File: config.mk
export PLATFORM = sky130hd
export DESIGN_NAME = phase_sequencer
export DESIGN_NICKNAME = d
export VERILOG_FILES = /design/src/rtl/phase_sequencer.sv
export SDC_FILE = /design/constraint.sdc
export NUM_CORES = 1
export LEC_CHECK = 0
export CORE_ASPECT_RATIO = 1.1
export CORE_MARGIN = 8
export CORE_UTILIZATION = 32
export DETAILED_ROUTE_END_ITERATION = 12
export GPL_TIMING_DRIVEN = 0
export MAX_ROUTING_LAYER = met4
export PLACE_DENSITY = 0.61
export SKIP_CTS_REPAIR_TIMING = 1
export SYNTH_ARGS = -nofsm -noshare
export SYNTH_HDL_FRONTEND = slang
export SYNTH_SLANG_ARGS = --single-unit
File: constraint.sdc
create_clock -name clk -period 2.1 [get_ports clk]
set_input_delay 0.525 -clock clk [delete_from_list [all_inputs] [get_ports clk]]
set_output_delay 0.525 -clock clk [all_outputs]
set_load 0.01 [all_outputs]
File: src/rtl/phase_sequencer.sv
// rtl/phase_sequencer.sv - CPU phase sequencer: exec sync/edge detect, IDLE/RUN/HALTED run state.
// Optional macro INSTR_COUNT_EN adds a 16-bit completed-instruction counter output.
module phase_sequencer #(
  parameter int PHASE_LAST  = 5,
  parameter int SYNC_STAGES = 2
) (
  input  logic        clk,
  input  logic        rst,
  input  logic        exec,
  input  logic        step_mode,
  input  logic        hlt,
  output logic [2:0]  phase,
  output logic        running,
  output logic        halted,
  output logic        instr_done
`ifdef INSTR_COUNT_EN
  ,
  output logic [15:0] instr_count
`endif
);

  localparam logic [2:0] LAST = 3'(PHASE_LAST);

  typedef enum logic [1:0] {
    S_IDLE   = 2'd0,
    S_RUN    = 2'd1,
    S_HALTED = 2'd2
  } state_t;

  state_t                 state;
  logic [SYNC_STAGES-1:0] sync_q;
  logic                   exec_prev;
  logic                   exec_pulse;
  logic                   stop_pending;

  // exec is a raw button level; sync first, then detect its rising edge.
  always_ff @(posedge clk or posedge rst) begin
    if (rst) begin
      sync_q    <= '0;
      exec_prev <= 1'b0;
    end else begin
      sync_q    <= {sync_q[SYNC_STAGES-2:0], exec};
      exec_prev <= sync_q[SYNC_STAGES-1];
    end
  end

  assign exec_pulse = sync_q[SYNC_STAGES-1] & ~exec_prev;

  always_ff @(posedge clk or posedge rst) begin
    if (rst) begin
      state        <= S_IDLE;
      phase        <= 3'd0;
      running      <= 1'b0;
      halted       <= 1'b0;
      instr_done   <= 1'b0;
      stop_pending <= 1'b0;
`ifdef INSTR_COUNT_EN
      instr_count  <= 16'd0;
`endif
    end else begin
      instr_done <= 1'b0;
      case (state)
        S_IDLE: begin
          phase        <= 3'd0;
          running      <= 1'b0;
          halted       <= 1'b0;
          stop_pending <= 1'b0;
          if (exec_pulse) begin
            state   <= S_RUN;
            phase   <= 3'd1;
            running <= 1'b1;
          end
        end
        S_RUN: begin
          if (phase == 3'd0 || phase > LAST) begin
            // Out-of-range phase can only come from an upset; drop back to idle.
            state        <= S_IDLE;
            phase        <= 3'd0;
            running      <= 1'b0;
            stop_pending <= 1'b0;
          end else if (phase == LAST) begin
            instr_done <= 1'b1;
`ifdef INSTR_COUNT_EN
            instr_count <= instr_count + 16'd1;
`endif
            if (hlt) begin
              state        <= S_HALTED;
              phase        <= 3'd0;
              running      <= 1'b0;
              halted       <= 1'b1;
              stop_pending <= 1'b0;
            end else if (stop_pending || step_mode) begin
              state        <= S_IDLE;
              phase        <= 3'd0;
              running      <= 1'b0;
              stop_pending <= 1'b0;
            end else begin
              phase <= 3'd1;
              if (exec_pulse) stop_pending <= 1'b1;
            end
          end else begin
            phase <= phase + 3'd1;
            if (exec_pulse) stop_pending <= 1'b1;
          end
        end
        S_HALTED: begin
          phase        <= 3'd0;
          running      <= 1'b0;
          halted       <= 1'b1;
          stop_pending <= 1'b0;
        end
        default: begin
          state        <= S_IDLE;
          phase        <= 3'd0;
          running      <= 1'b0;
          halted       <= 1'b0;
          stop_pending <= 1'b0;
        end
      endcase
    end
  end

endmodule

==> results.ini, run 1 <==
[synthesis]
async_flop_share = 1.000
synth-xor-area-share = 0.01535
ys_seq_elements = 12
synthAdderAreaFrac = 0.06579
synth_compound_gate_area_share = 0.1140
synth_edf_count = 0
synthFlopType = dfrtp_1
synthMuxAreaShare = 0.03728
yosysWarnings = 0
syn_nets = 62
synth_simple_gate_area_frac = 0.2061
synth_top_family_by_area = simple AND/OR/NAND/NOR gates
seq_area_frac_synth = 0.5263
synth_cell_types = 25
netlist_area_um2 = 570.5
syn_inst = 54
syn_area_per_cell_um2 = 10.57

[finish]
layout_commonest_cell = dfrtp_1
fillCellCount = 172
final_area_um2 = 729.5
regArea_um2 = 300.3
final_util = 0.4237
layout_common_cells = dfrtp_1 (12), clkdlybuf4s50_1 (10), nand2_1 (8)
n_antenna_cell = 0
syn_to_final_growth_pct = 27.85
drive_above_1_share = 0.1324
multi_input_area_um2 = 250.2
layout.nets = 77

[worst_setup_path]
rr_worst_depth = 5
reg2reg_slack_ps = 490
path_class = reg2out
r2r_end = state[0]
required_ps = 1570
max_stage_delay_ps = 590
start_kind = register
crit_chain = clkdlybuf4s50_1
slowest_stage = clkdlybuf4s50_1
r2r-start = state[1]
startpoint = phase[2]
cp_max_fo = 9
crit_end = phase[2]
arrival_ps = 1350
critPathTopFamily = buffers and inverters
cp-end-kind = primary output
crit_buf_inv = 1
path_depth = 1

[placed_design]
place_area_um2 = 693.2
dpl.hpwl_um = 781
numPortBuffers = 10
gp_congestion = 0.8608
dp_slack_ps = 50.73

[global_routing]
grt_pass1_vias = 406
grt_max_degree = 13
grt.total_usage = 0.06760
grt.overflow.total = 0
grt_pass1_wl_mm = 1.690
antenna_found_initial = 0

[clocking]
cts_made_buffers = 3
insertion_delay_ps = 270
cts_buffer_depth = 2
cts_root_buffer = clkbuf_4
clk_pin_slew_ps = 70
cts_sinks = 12
cts-htree-levels = 1
cts_tree = done

[power_and_ir_drop]
ir_drop_mv = 0.4549
p_leak_nw = 0.3231
p_per_area_mw_per_mm2 = 997.6

[die]
core-area_mm2 = 0.001722
dieArea_mm2 = 0.003392
ios = 11
std_cell_rows = 16
fp.dieH_um = 60.29
dieWidth_um = 56.26
initial_core_util = 0.3314

[timing]
fin_tns_setup_ps = 0
post-route-period-util = 0.8942
slew_headroom = 0.6997
min_period_ps = 1878
skew_ps = 3.048
rsz0062_at_grt = false
setup_viol = 0
fmax_ghz = 0.5326
holdWs_ps = 352.7
setup_slack_ps = 222.3
finalMaxSlewViolations = 0
worstMarginPinSlew_ps = 449.9
hold_violations = 0

[job]
drv_cap = 0

[worst_hold_path]
hold_class = reg2reg

[route]
ant_nets = 0
wl_mm = 1.022
vias_per_cell = 4.884
first_iter_violations = 3
drcViolationCount = 0
dr_total_vias = 420
firstDrtPassIters = 4
drt-wirelength-per-cell_um = 11.88

[outcome]
status = finished clean

cells in the mapped netlist, types with 2 or more instances:
library cell | number | area (um2)
nand2_1 | 8 | 30.03
and2_1 | 2 | 12.51
dfrtp_1 | 12 | 300.3
inv_1 | 4 | 15.01
ha_1 | 3 | 37.54
o21ai_0 | 2 | 10.01
nor2_1 | 5 | 18.77
metal layers:
metal	vias to the layer above	wire [um]	share of wire	GRT usage
met5	-	0	0	-
met4	0	10	0.0098	0.03436
met3	2	100	0.098	0.05096
met2	15	460	0.45	0.1046
met1	198	451	0.44	0.06053
li1	205	-	-	-
flip-flops by register name, summed over array words and instances, names as in the netlist:
| register | cells |
|---|---|
| halted | 1 |
| sync_q | 2 |
| running | 1 |
| phase | 3 |
| state | 2 |
| exec_prev | 1 |
| stop_pending | 1 |
| instr_done | 1 |
logic make-up (layout without fill, tap and decap cells):
kind of cell	after synthesis	after routing
mux	2	2
flops	12	12
fa+ha+maj	3	3
xor+xnor	1	1
simple gates	23	23
buf+inv	5	19
compound gates	8	8
worst min-delay path by stage:
stage	slack [ps]	start	cells after the start	end
floorplan	330	sync_q[0]	0	sync_q[1]
global placement	340	sync_q[0]	0	sync_q[1]
detailed placement	340	sync_q[0]	0	sync_q[1]
CTS	360	sync_q[0]	0	sync_q[1]
global route	370	sync_q[0]	0	sync_q[1]
finish	350	sync_q[0]	0	sync_q[1]
through the flow:
step                      std cells  power [W]
final                            86  0.0007277
after global routing             86  0.0007821
after CTS                        86  0.0007417
after detailed placement         82  0.0005558
after global placement           82  0.0005510
after floorplan                  54  0.0004669
power breakdown:
part	total, W	leakage, nW	switching [W]	internal, W
combinational	0.000254	0.146	0.000120	0.000134
clock	0.000179	0.0210	0.0000737	0.000105
sequential	0.000295	0.156	0.0000273	0.000268
final cells by class:
class,count,share of cell area
Tap cell,18,0.03087
Sequential cell,12,0.4117
Multi-Input combinational cell,37,0.3431
Clock buffer,4,0.04974
Inverter,4,0.02058
Buffer,1,0.006861
Timing Repair Buffer,10,0.1372
No activity file was read; power rests on OpenSTA's default activity.
==> run 2, diff against run 1 <==
--- a/config.mk
+++ b/config.mk
@@ -16,3 +16,4 @@
 export SYNTH_ARGS = -nofsm -noshare
 export SYNTH_HDL_FRONTEND = slang
 export SYNTH_SLANG_ARGS = --single-unit
+export TNS_END_PERCENT = 50
==> results of run 2 <==
No change in the layout: final DEF, timing and power equal those of run 1.
==> run 3, diff against run 2 <==
--- a/config.mk
+++ b/config.mk
@@ -5,6 +5,7 @@
 export SDC_FILE = /design/constraint.sdc
 export NUM_CORES = 1
 export LEC_CHECK = 0
+export ABC_AREA = 1
 export CORE_ASPECT_RATIO = 1.1
 export CORE_MARGIN = 8
 export CORE_UTILIZATION = 32
==> results.ini, run 3 <==
[clocking]
cts-htree-levels = 1
cts_made_buffers = 3
insertion_delay_ps = 270
cts_tree = done
cts_buffer_depth = 2
cts_sinks = 12
clk_pin_slew_ps = 70
cts_root_buffer = clkbuf_4

[route]
drcViolationCount = 0
ant_nets = 0
wl_mm = 1.016
first_iter_violations = 4
vias_per_cell = 4.484
firstDrtPassIters = 4
drt-wirelength-per-cell_um = 10.69
dr_total_vias = 426

[synthesis]
ys_top_cells_by_count = nand2_1 (13), dfrtp_1 (12), inv_1 (11)
seq_area_frac_synth = 0.5393
syn_inst = 63
yosysMostFrequentCell = nand2_1
synth_top_area_cell = dfrtp_1
yosysWarnings = 0
synth_area_leaders = dfrtp_1 (54%), nand2_1 (8.8%), inv_1 (7.4%), ha_1 (6.7%), nand3_1 (4.5%)
synth_cell_types = 13
syn_nets = 71
syn_area_per_cell_um2 = 8.838
synth_edf_count = 0
ys_seq_elements = 12
async_flop_share = 1.000
netlist_area_um2 = 556.8
synthFlopType = dfrtp_1
yosysTopAreaCellShare = 0.5393

[timing]
worstMarginPinSlew_ps = 452.4
post-route-period-util = 0.8652
skew_ps = 2.941
slew_headroom = 0.6980
fin_tns_setup_ps = 0
fmax_ghz = 0.5504
finalMaxSlewViolations = 0
min_period_ps = 1817
rsz0062_at_grt = false
holdWs_ps = 366.4
setup_slack_ps = 283.1
hold_violations = 0
setup_viol = 0

[die]
dieWidth_um = 55.77
core-area_mm2 = 0.001702
dieArea_mm2 = 0.003332
fp.dieH_um = 59.75
initial_core_util = 0.3272
ios = 11
std_cell_rows = 16

[power_and_ir_drop]
p_switching_w = 0.0002840
power_frac_comb = 0.372
p_clk_frac = 0.227
ir_drop_mv = 0.6017
p_total_w = 0.0008003
pwr-share-seq = 0.401
sw_frac_of_total = 0.3549
p_int_w = 0.0005163
p_per_area_mw_per_mm2 = 1118
p_leak_nw = 0.3640

[worst_setup_path]
path_class = reg2out
path_depth = 1
start_kind = register
cp_max_fo = 6
cp-end-kind = primary output
arrival_ps = 1290
critPathTopFamily = buffers and inverters
max_stage_delay_ps = 570
crit_buf_inv = 1
rr_worst_depth = 9
slowest_stage = clkdlybuf4s50_1
required_ps = 1570
crit_chain = clkdlybuf4s50_1

[worst_hold_path]
hold_class = reg2reg
worstHoldPathCells = 0

[finish]
layout.nets = 86
top_regs = phase: 3 flops, state: 2 flops, sync_q: 2 flops
regArea_um2 = 300.3
n_antenna_cell = 0
fillCellCount = 158
layout_common_cells = nand2_1 (13), dfrtp_1 (12), inv_1 (11)
syn_to_final_growth_pct = 28.54
drive_above_1_share = 0.1299
largest_reg_flops = 3
top_register = phase
layout_commonest_cell = nand2_1
multi_input_area_um2 = 215.2

[global_routing]
grt_pass1_wl_mm = 1.766
grt_pass1_vias = 455
antenna_found_initial = 0
grt.total_usage = 0.06730
grt.overflow.total = 0
grt_max_degree = 13

[job]
drv_cap = 0

[placed_design]
dpl.hpwl_um = 835.6
dp_slack_ps = 484.1
numPortBuffers = 10
gp_congestion = 0.7537

[outcome]
status = finished clean

[run 3: cell count changes after synthesis, sizes merged, moves of 2 or more]
cell and delta:
nand2 +8, inv +7, nand3 +4, a21oi +2, and2 -2, nor2 +2
[run 3: stage by stage]
step                      cell area, um2  std cells    util
after detailed placement           679.4         91  0.3993
after floorplan                    556.8         63       -
final                              715.7         95  0.4206
after global placement             679.4         91  0.3993
after global routing               715.7         95  0.4206
after CTS                          715.7         95  0.4206
[run 3: path summary, 6_finish.rpt]
kind | startpoint | end | slack [ps]
setup / recovery | phase[2] | phase[2] | 280
hold / removal | sync_q[0] | sync_q[1] | 370
setup reg to reg | state[1] | state[0] | 720
hold reg to reg | sync_q[0] | sync_q[1] | 370
max in group asynchronous | rst | phase[2] | 1230
min in group asynchronous | rst | phase[0] | 560
[run 3: cell type report]
class / instances / share of cell area
sequential: 12 / 0.4196
multi-input combinational: 40 / 0.3007
timing repair buffer: 10 / 0.1399
inverter: 11 / 0.05769
clock buffer: 4 / 0.05070
tap: 18 / 0.03147
[run 3: cells by family after synthesis]
group / synth area share
simple gates: 0.2539
flops: 0.5393
buf+inv: 0.07416
compound gates: 0.06516
fa+ha+maj: 0.06742
[run 3: layer usage]
| metal | track usage | up-vias | part of all wire |
|---|---|---|---|
| li1 | - | 223 | - |
| met4 | 0.04225 | 0 | 0.021 |
| met2 | 0.1138 | 10 | 0.47 |
| met3 | 0.02335 | 4 | 0.047 |
| met1 | 0.06585 | 189 | 0.46 |
| met5 | - | - | 0 |
[run 3: power groups by stage]
stage               clock network (W)  logic (W)  registers (W)
floorplan                           0   0.000180       0.000334
global placement                    0   0.000295       0.000325
detailed placement                  0   0.000304       0.000327
CTS                          0.000185   0.000306       0.000322
global route                 0.000199   0.000343       0.000329
finish                       0.000182   0.000298       0.000321
